`src/rtl/servo_ramp.sv`:
```
// servo_ramp: slew-rate controller for the servo pulse peripheral.
// Walks the servo position register toward a programmed target, one bounded
// step per move tick, issuing each new position as a single master-port write.
module servo_ramp #(
    parameter logic [7:0] BASE_ADDRESS  = 8'h00,
    parameter logic [7:0] SERVO_ADDRESS = 8'h00,
    parameter int         PRESCALE      = 95
) (
    input  logic       clk,
    input  logic       rst_n,
    // configuration slave
    input  logic [7:0] din,
    input  logic [7:0] address,
    input  logic       w_en,
    input  logic       r_en,
    output logic [7:0] dout,
    // servo register master
    output logic       m_req,
    input  logic       m_gnt,
    output logic [7:0] m_address,
    output logic [7:0] m_dout,
    output logic       m_w_en
);

    // Register offsets inside the slave window.
    localparam logic [7:0] OFF_CTRL    = 8'd0;
    localparam logic [7:0] OFF_TARGET  = 8'd1;
    localparam logic [7:0] OFF_STEP    = 8'd2;
    localparam logic [7:0] OFF_RATE    = 8'd3;
    localparam logic [7:0] OFF_CURRENT = 8'd4;
    localparam logic [7:0] WINDOW_SIZE = 8'd5;

    // Last prescaler count before the wrap.
    localparam logic [7:0] PRE_MAX = 8'(PRESCALE - 1);

    typedef enum logic [1:0] {
        IDLE  = 2'd0,
        REQ   = 2'd1,
        WRITE = 2'd2
    } state_t;

    // ------------------------------------------------------------------
    // State
    // ------------------------------------------------------------------
    logic       enable_q,   enable_d;
    logic       done_q,     done_d;
    logic [7:0] target_q,   target_d;
    logic [7:0] step_q,     step_d;
    logic [7:0] rate_q,     rate_d;
    logic [7:0] current_q,  current_d;

    logic [7:0] pre_cnt_q,  pre_cnt_d;
    logic [7:0] rate_cnt_q, rate_cnt_d;

    state_t     state_q,    state_d;
    logic [7:0] next_pos_q, next_pos_d;

    logic [7:0] dout_q,      dout_d;
    logic [7:0] m_address_q, m_address_d;
    logic [7:0] m_dout_q,    m_dout_d;

    // ------------------------------------------------------------------
    // Combinational helpers
    // ------------------------------------------------------------------
    logic [7:0] offset;
    logic       in_window;
    logic       wr_ctrl;
    logic       wr_target;
    logic       wr_step;
    logic       wr_rate;
    logic       wr_current;

    logic       pre_tick;
    logic       move_tick;

    logic       move_up;
    logic [8:0] diff;
    logic [7:0] next_calc;

    logic       commit;
    logic       busy;

    // Only enable and done-clear are taken from a CTRL write; other bits
    // are folded here so they are visibly consumed.
    logic       unused_din;
    assign unused_din = ^{din[7:3], din[1]};

    // Slave address decode relative to the window base.
    assign offset     = address - BASE_ADDRESS;
    assign in_window  = (offset < WINDOW_SIZE);
    assign wr_ctrl    = w_en && (offset == OFF_CTRL);
    assign wr_target  = w_en && (offset == OFF_TARGET);
    assign wr_step    = w_en && (offset == OFF_STEP);
    assign wr_rate    = w_en && (offset == OFF_RATE);
    assign wr_current = w_en && (offset == OFF_CURRENT);

    // Ticks. The >= on the rate compare keeps the counter from running away
    // if RATE is lowered below the current count.
    assign pre_tick  = enable_q && (pre_cnt_q == PRE_MAX);
    assign move_tick = pre_tick && (rate_cnt_q >= rate_q);

    // Position update happens on the single WRITE cycle.
    assign commit = (state_q == WRITE);

    assign busy = (state_q != IDLE) || (enable_q && (current_q != target_q));

    assign dout      = dout_q;
    assign m_address = m_address_q;
    assign m_dout    = m_dout_q;
    assign m_req     = (state_q != IDLE);
    assign m_w_en    = (state_q == WRITE);

    // Next position: clamp onto the target when within one step (or when
    // STEP is zero), otherwise move one step toward it. The 9-bit distance
    // guarantees the step never overshoots or wraps.
    always_comb begin
        move_up   = (target_q > current_q);
        diff      = move_up ? ({1'b0, target_q} - {1'b0, current_q})
                            : ({1'b0, current_q} - {1'b0, target_q});
        next_calc = target_q;
        if ((step_q != 8'd0) && (diff > {1'b0, step_q})) begin
            next_calc = move_up ? (current_q + step_q) : (current_q - step_q);
        end
    end

    // Prescaler and rate counter; both are parked at zero while disabled.
    always_comb begin
        pre_cnt_d  = pre_cnt_q;
        rate_cnt_d = rate_cnt_q;
        if (!enable_q) begin
            pre_cnt_d  = 8'd0;
            rate_cnt_d = 8'd0;
        end else if (pre_tick) begin
            pre_cnt_d  = 8'd0;
            rate_cnt_d = move_tick ? 8'd0 : (rate_cnt_q + 8'd1);
        end else begin
            pre_cnt_d  = pre_cnt_q + 8'd1;
        end
    end

    // Sequencer next state: latch a position on a tick, wait for the grant,
    // then spend exactly one cycle writing it. Ticks outside IDLE are dropped.
    always_comb begin
        state_d     = state_q;
        next_pos_d  = next_pos_q;
        m_address_d = m_address_q;
        m_dout_d    = m_dout_q;
        case (state_q)
            IDLE: begin
                if (move_tick && (current_q != target_q)) begin
                    next_pos_d = next_calc;
                    state_d    = REQ;
                end
            end
            REQ: begin
                // Disabling abandons the pending move before any write.
                if (!enable_q) begin
                    state_d = IDLE;
                end else if (m_gnt) begin
                    state_d     = WRITE;
                    m_address_d = SERVO_ADDRESS;
                    m_dout_d    = next_pos_q;
                end
            end
            WRITE: begin
                // Always completes, regardless of enable.
                state_d = IDLE;
            end
            default: begin
                state_d = IDLE;
            end
        endcase
    end

    // Register file updates; hardware position commit and done-set take
    // precedence over a coincident slave write.
    always_comb begin
        enable_d  = enable_q;
        done_d    = done_q;
        target_d  = target_q;
        step_d    = step_q;
        rate_d    = rate_q;
        current_d = current_q;

        if (wr_ctrl) begin
            enable_d = din[0];
            if (din[2]) begin
                done_d = 1'b0;
            end
        end
        if (wr_target) begin
            target_d = din;
        end
        if (wr_step) begin
            step_d = din;
        end
        if (wr_rate) begin
            rate_d = din;
        end
        // CURRENT is software-owned only while the ramp is stopped.
        if (wr_current && !enable_q) begin
            current_d = din;
        end
        if (commit) begin
            current_d = next_pos_q;
            if (next_pos_q == target_q) begin
                done_d = 1'b1;
            end
        end
    end

    // Slave read mux; zero outside the window or when not reading.
    always_comb begin
        dout_d = 8'd0;
        if (r_en && in_window) begin
            case (offset)
                OFF_CTRL:    dout_d = {5'd0, done_q, busy, enable_q};
                OFF_TARGET:  dout_d = target_q;
                OFF_STEP:    dout_d = step_q;
                OFF_RATE:    dout_d = rate_q;
                OFF_CURRENT: dout_d = current_q;
                default:     dout_d = 8'd0;
            endcase
        end
    end

    // Configuration and position registers.
    always_ff @(posedge clk or negedge rst_n) begin
        if (!rst_n) begin
            enable_q  <= 1'b0;
            done_q    <= 1'b0;
            target_q  <= 8'd0;
            step_q    <= 8'd1;
            rate_q    <= 8'd0;
            current_q <= 8'd0;
        end else begin
            enable_q  <= enable_d;
            done_q    <= done_d;
            target_q  <= target_d;
            step_q    <= step_d;
            rate_q    <= rate_d;
            current_q <= current_d;
        end
    end

    // Timebase counters.
    always_ff @(posedge clk or negedge rst_n) begin
        if (!rst_n) begin
            pre_cnt_q  <= 8'd0;
            rate_cnt_q <= 8'd0;
        end else begin
            pre_cnt_q  <= pre_cnt_d;
            rate_cnt_q <= rate_cnt_d;
        end
    end

    // Sequencer state and latched position.
    always_ff @(posedge clk or negedge rst_n) begin
        if (!rst_n) begin
            state_q    <= IDLE;
            next_pos_q <= 8'd0;
        end else begin
            state_q    <= state_d;
            next_pos_q <= next_pos_d;
        end
    end

    // Registered bus outputs; master address/data hold between writes.
    always_ff @(posedge clk or negedge rst_n) begin
        if (!rst_n) begin
            dout_q      <= 8'd0;
            m_address_q <= 8'd0;
            m_dout_q    <= 8'd0;
        end else begin
            dout_q      <= dout_d;
            m_address_q <= m_address_d;
            m_dout_q    <= m_dout_d;
        end
    end

endmodule
```
`config.mk`:
```
export PLATFORM = sky130hd
export DESIGN_NAME = servo_ramp
export DESIGN_NICKNAME = d
export VERILOG_FILES = /design/src/rtl/servo_ramp.sv
export SDC_FILE = /design/constraint.sdc
export NUM_CORES = 1
export LEC_CHECK = 0
export ABC_AREA = 1
export BUFFER_PORTS_ARGS = -buffer_cell sky130_fd_sc_hd__buf_4
export CAP_MARGIN = 20
export CORE_MARGIN = 10
export CORE_UTILIZATION = 25
export DETAILED_ROUTE_END_ITERATION = 12
export GPL_TIMING_DRIVEN = 0
export HOLD_SLACK_MARGIN = 0.02
export PLACE_DENSITY_LB_ADDON = 0.3
export SETUP_SLACK_MARGIN = 0.1
export SYNTH_ARGS = -nofsm -noshare
export SYNTH_HDL_FRONTEND = slang
export SYNTH_SLANG_ARGS = --single-unit
```
`constraint.sdc`:
```
create_clock -name clk -period 5.7 [get_ports clk]
set_input_delay 0.855 -clock clk [delete_from_list [all_inputs] [get_ports clk]]
set_output_delay 0.855 -clock clk [all_outputs]
set_load 0.05 [all_outputs]
```
==> reports/metrics.csv <==
stage,metric,value,unit
clocking,cts_setup_buffers,0,
sta,setup_viol,0,
placed_design,place_congestion,0.894,
route,vias,4609,
die,num_rows,52,
cells_and_area,fin_cells,1011,
sta,report.final.slew_viol_count,0,
global_route,grt_usage,11.2,%
setup_path,arrival,4.11,ns
setup_path,startpoint_type,flop,
setup_path,slowest_delay,0.58,ns
logic_synthesis,synth_edf_count,0,
setup_path,worstSetupPathType,reg -> reg,
setup_path,crit_top_cell,nand2_1,
placed_design,dp_hpwl,12000,um
global_route,grt_overflow,0,
die,initial_core_util,25.6,%
power,powerDensity,232,mW/mm^2
cells_and_area,nets,804,
route,dr.pass1.iters,6,
cells_and_area,syn2layout_area_growth,18.0,%
placed_design,dp_cells,996,
die,die_y,164,um
power,p_leak,2.93,nW
placed_design,portBuffers,38,
sta,finalHoldViolCount,0,
clocking,ctsLongestPathBuffers,2,
setup_path,crit_slowest_cell,dfrtp_1,
sta,setup_tns,0,ns
route,first_iter_violations,300,
logic_synthesis,synthCells,681,
sta,min_period,3.87,ns
route,wl_per_cell,14.9,um
logic_synthesis,yosys_register_bits,76,
run_status,run_status,finished clean,
sta,worst_pin_slew,0.972,ns
setup_path,end_kind,flop,
die,dieArea,0.0271,sq mm
clocking,numCtsBuffers,9,
global_route,grt_pass1_wl,23800,um
route,vias_per_cell,4.56,
die,die_w,164,um
clocking,cts_root_buf,clkbuf_16,
logic_synthesis,yosys_warnings,0,
sta,rsz0062_at_grt,no,
logic_synthesis,ys_seq_area_share,36.5,%
cells_and_area,n_antenna_cell,0,
global_route,antenna_found_initial,0,
clocking,clk_pin_slew,0.06,ns
clocking,cts_resized,0,
global_route,grt_max_degree,77,
clocking,cts_num_sinks,76,
logic_synthesis,synthArstFlopShare,100,%
logic_synthesis,synth_area_per_cell,7.66,sq um
sta,maxSlewHeadroom,35.2,%
route,ant_nets,0,
sta,post-route-period-util,67.9,%
setup_path,required,5.94,ns
clocking,tritoncts,yes,
power,ir_drop,0.000155,V
sta,max_freq,0.258,GHz
global_route,grt_pass1_vias,4372,
cells_and_area,layout-drive-gt1-share,12.7,%
logic_synthesis,syn_area,0.00522,sq mm
die,coreArea,0.0204,sq mm
sta,skew,0.00548,ns
cells_and_area,n_fill_cell,2210,
route,drc,0,
flow_run,drv_cap,0,
logic_synthesis,ys.flop_type,dfrtp_1,
setup_path,worst-path-max-fanout,10,
worst_hold_path,hp-class,reg -> reg,
clocking,ctsHoldBuffers,0,
logic_synthesis,synth_cell_types,46,
clocking,cts-htree-levels,3,
route,wl,15000,um
clocking,clk_latency,0.35,ns
die,ioPinCount,47,
-- placed cells by master, fill, tap and decap left out, types with 2 or more instances in the layout --
master / synthesis / final
o211ai_1: 8 / 8
nand2_1: 170 / 170
xnor2_1: 6 / 6
nand3_1: 25 / 25
inv_2: 7 / 7
dfrtp_1: 75 / 75
inv_1: 102 / 102
a31oi_1: 2 / 2
o22ai_1: 13 / 13
nand4_1: 8 / 8
conb_1: 1 / 8
nor3_1: 7 / 7
nand2_4: 5 / 5
nand3b_1: 2 / 2
ha_1: 43 / 43
fa_1: 3 / 3
clkbuf_16: 0 / 9
nor2_1: 32 / 32
nor2_4: 2 / 2
a221oi_1: 4 / 4
o21ai_0: 58 / 58
xor2_1: 18 / 18
buf_2: 2 / 2
clkbuf_1: 6 / 6
clkinv_2: 0 / 3
o2111ai_1: 3 / 3
buf_6: 2 / 2
a21oi_1: 40 / 40
nand2_2: 8 / 8
o21ai_1: 4 / 4
buf_4: 8 / 46
-- per-layer routing --
layer / wire [um] / global-route usage [%]
met5: 0 / 0
met4: 108 / 2.25
met3: 1120 / 3.36
met2: 6280 / 16.0
met1: 7510 / 16.1
-- metrics by stage --
| stage | total power, mW | area [sq um] | setup slack, ns | hold slack, ns | util, % |
|---|---|---|---|---|---|
| floorplan | 0.776 | 5250 | 2.59 | 0.442 | - |
| global placement | 0.867 | 5870 | 1.88 | 0.464 | 28.8 |
| detailed placement | 0.866 | 5870 | 1.86 | 0.469 | 28.8 |
| CTS | 1.44 | 6160 | 1.85 | 0.488 | 30.2 |
| global route | 1.50 | 6160 | 1.41 | 0.518 | 30.2 |
| finish | 1.43 | 6160 | 1.83 | 0.481 | 30.2 |
-- final timing paths --
check / end / start / depth (start not counted) / slack (ns)
max: next_pos_q[4] / target_q[6] / 29 / 1.83
min: next_pos_q[3] / next_pos_q[3] / 2 / 0.48
max reg2reg: next_pos_q[4] / target_q[6] / 29 / 1.83
min reg2reg: next_pos_q[3] / next_pos_q[3] / 2 / 0.48
max in group asynchronous: target_q[0] / rst_n / 1 / 4.41
min in group asynchronous: rate_cnt_q[5] / rst_n / 1 / 0.65
-- power breakdown --
part | leakage (nW) | total [mW] | internal (mW) | switching (mW)
combinational | 1.77 | 0.281 | 0.0998 | 0.181
clock | 0.144 | 0.571 | 0.346 | 0.225
sequential | 1.01 | 0.576 | 0.554 | 0.0223
-- synth_stat cells, types with 2 or more instances --
cell       count  area (sq um)
nand2_1      170           638
nand2_4        5          56.3
a31oi_1        2          12.5
inv_2          7          26.3
nand3_1       25           125
buf_6          2          22.5
nand4_1        8          50.1
o21ai_0       58           290
ha_1          43           538
nor3_1         7          35.0
a21oi_1       40           200
buf_4          8          60.1
xor2_1        18           158
a221oi_1       4          35.0
nor2_4         2          22.5
inv_1        102           383
nor2_1        32           120
fa_1           3          60.1
xnor2_1        6          52.6
nand3b_1       2          15.0
o21ai_1        4          20.0
nand2_2        8          50.1
dfrtp_1       75          1880
o2111ai_1      3          26.3
o22ai_1       13          81.3
o211ai_1       8          60.1
buf_2          2          10.0
clkbuf_1       6          22.5
-- final cells by class --
class	instances	area, sq um	share of cell area, %
Tap cell	270	338	5.48
Clock buffer	10	239	3.88
Sequential cell	76	1900	30.9
Inverter	109	409	6.64
Clock inverter	5	52.6	0.853
Timing Repair Buffer	38	285	4.63
Multi-Input combinational cell	485	2820	45.7
Buffer	18	115	1.87
-- flip-flops by register name, indices dropped and copies added, names as in the netlist --
register    cells
current_q       8
dout            8
m_dout          8
next_pos_q      8
pre_cnt_q       8
rate_cnt_q      8
rate_q          8
step_q          8
target_q        8
state_q         2
done_q          1
enable_q        1
-- logic make-up after synthesis --
family | Yosys count | synth area share [%]
fa+ha+maj | 46 | 11.5
compound gates | 139 | 15.0
xor+xnor | 24 | 4.03
other cells | 1 | 0.0719
buf+inv | 127 | 10.0
flops | 76 | 36.5
simple gates | 268 | 22.9
-- worst max-delay path, delay by kind of cell (launching register included) --
kind                       cells  cell delay (ns)
DFF                            1             0.58
AOI/OAI and AO/OA              2             0.27
xor gates and xnor gates       1             0.17
and+or+nand+nor               20             1.57
buffers and inverters          4             0.54
adders and majority gates      2             0.60
Note: power is estimated with default switching activity, not from simulation.
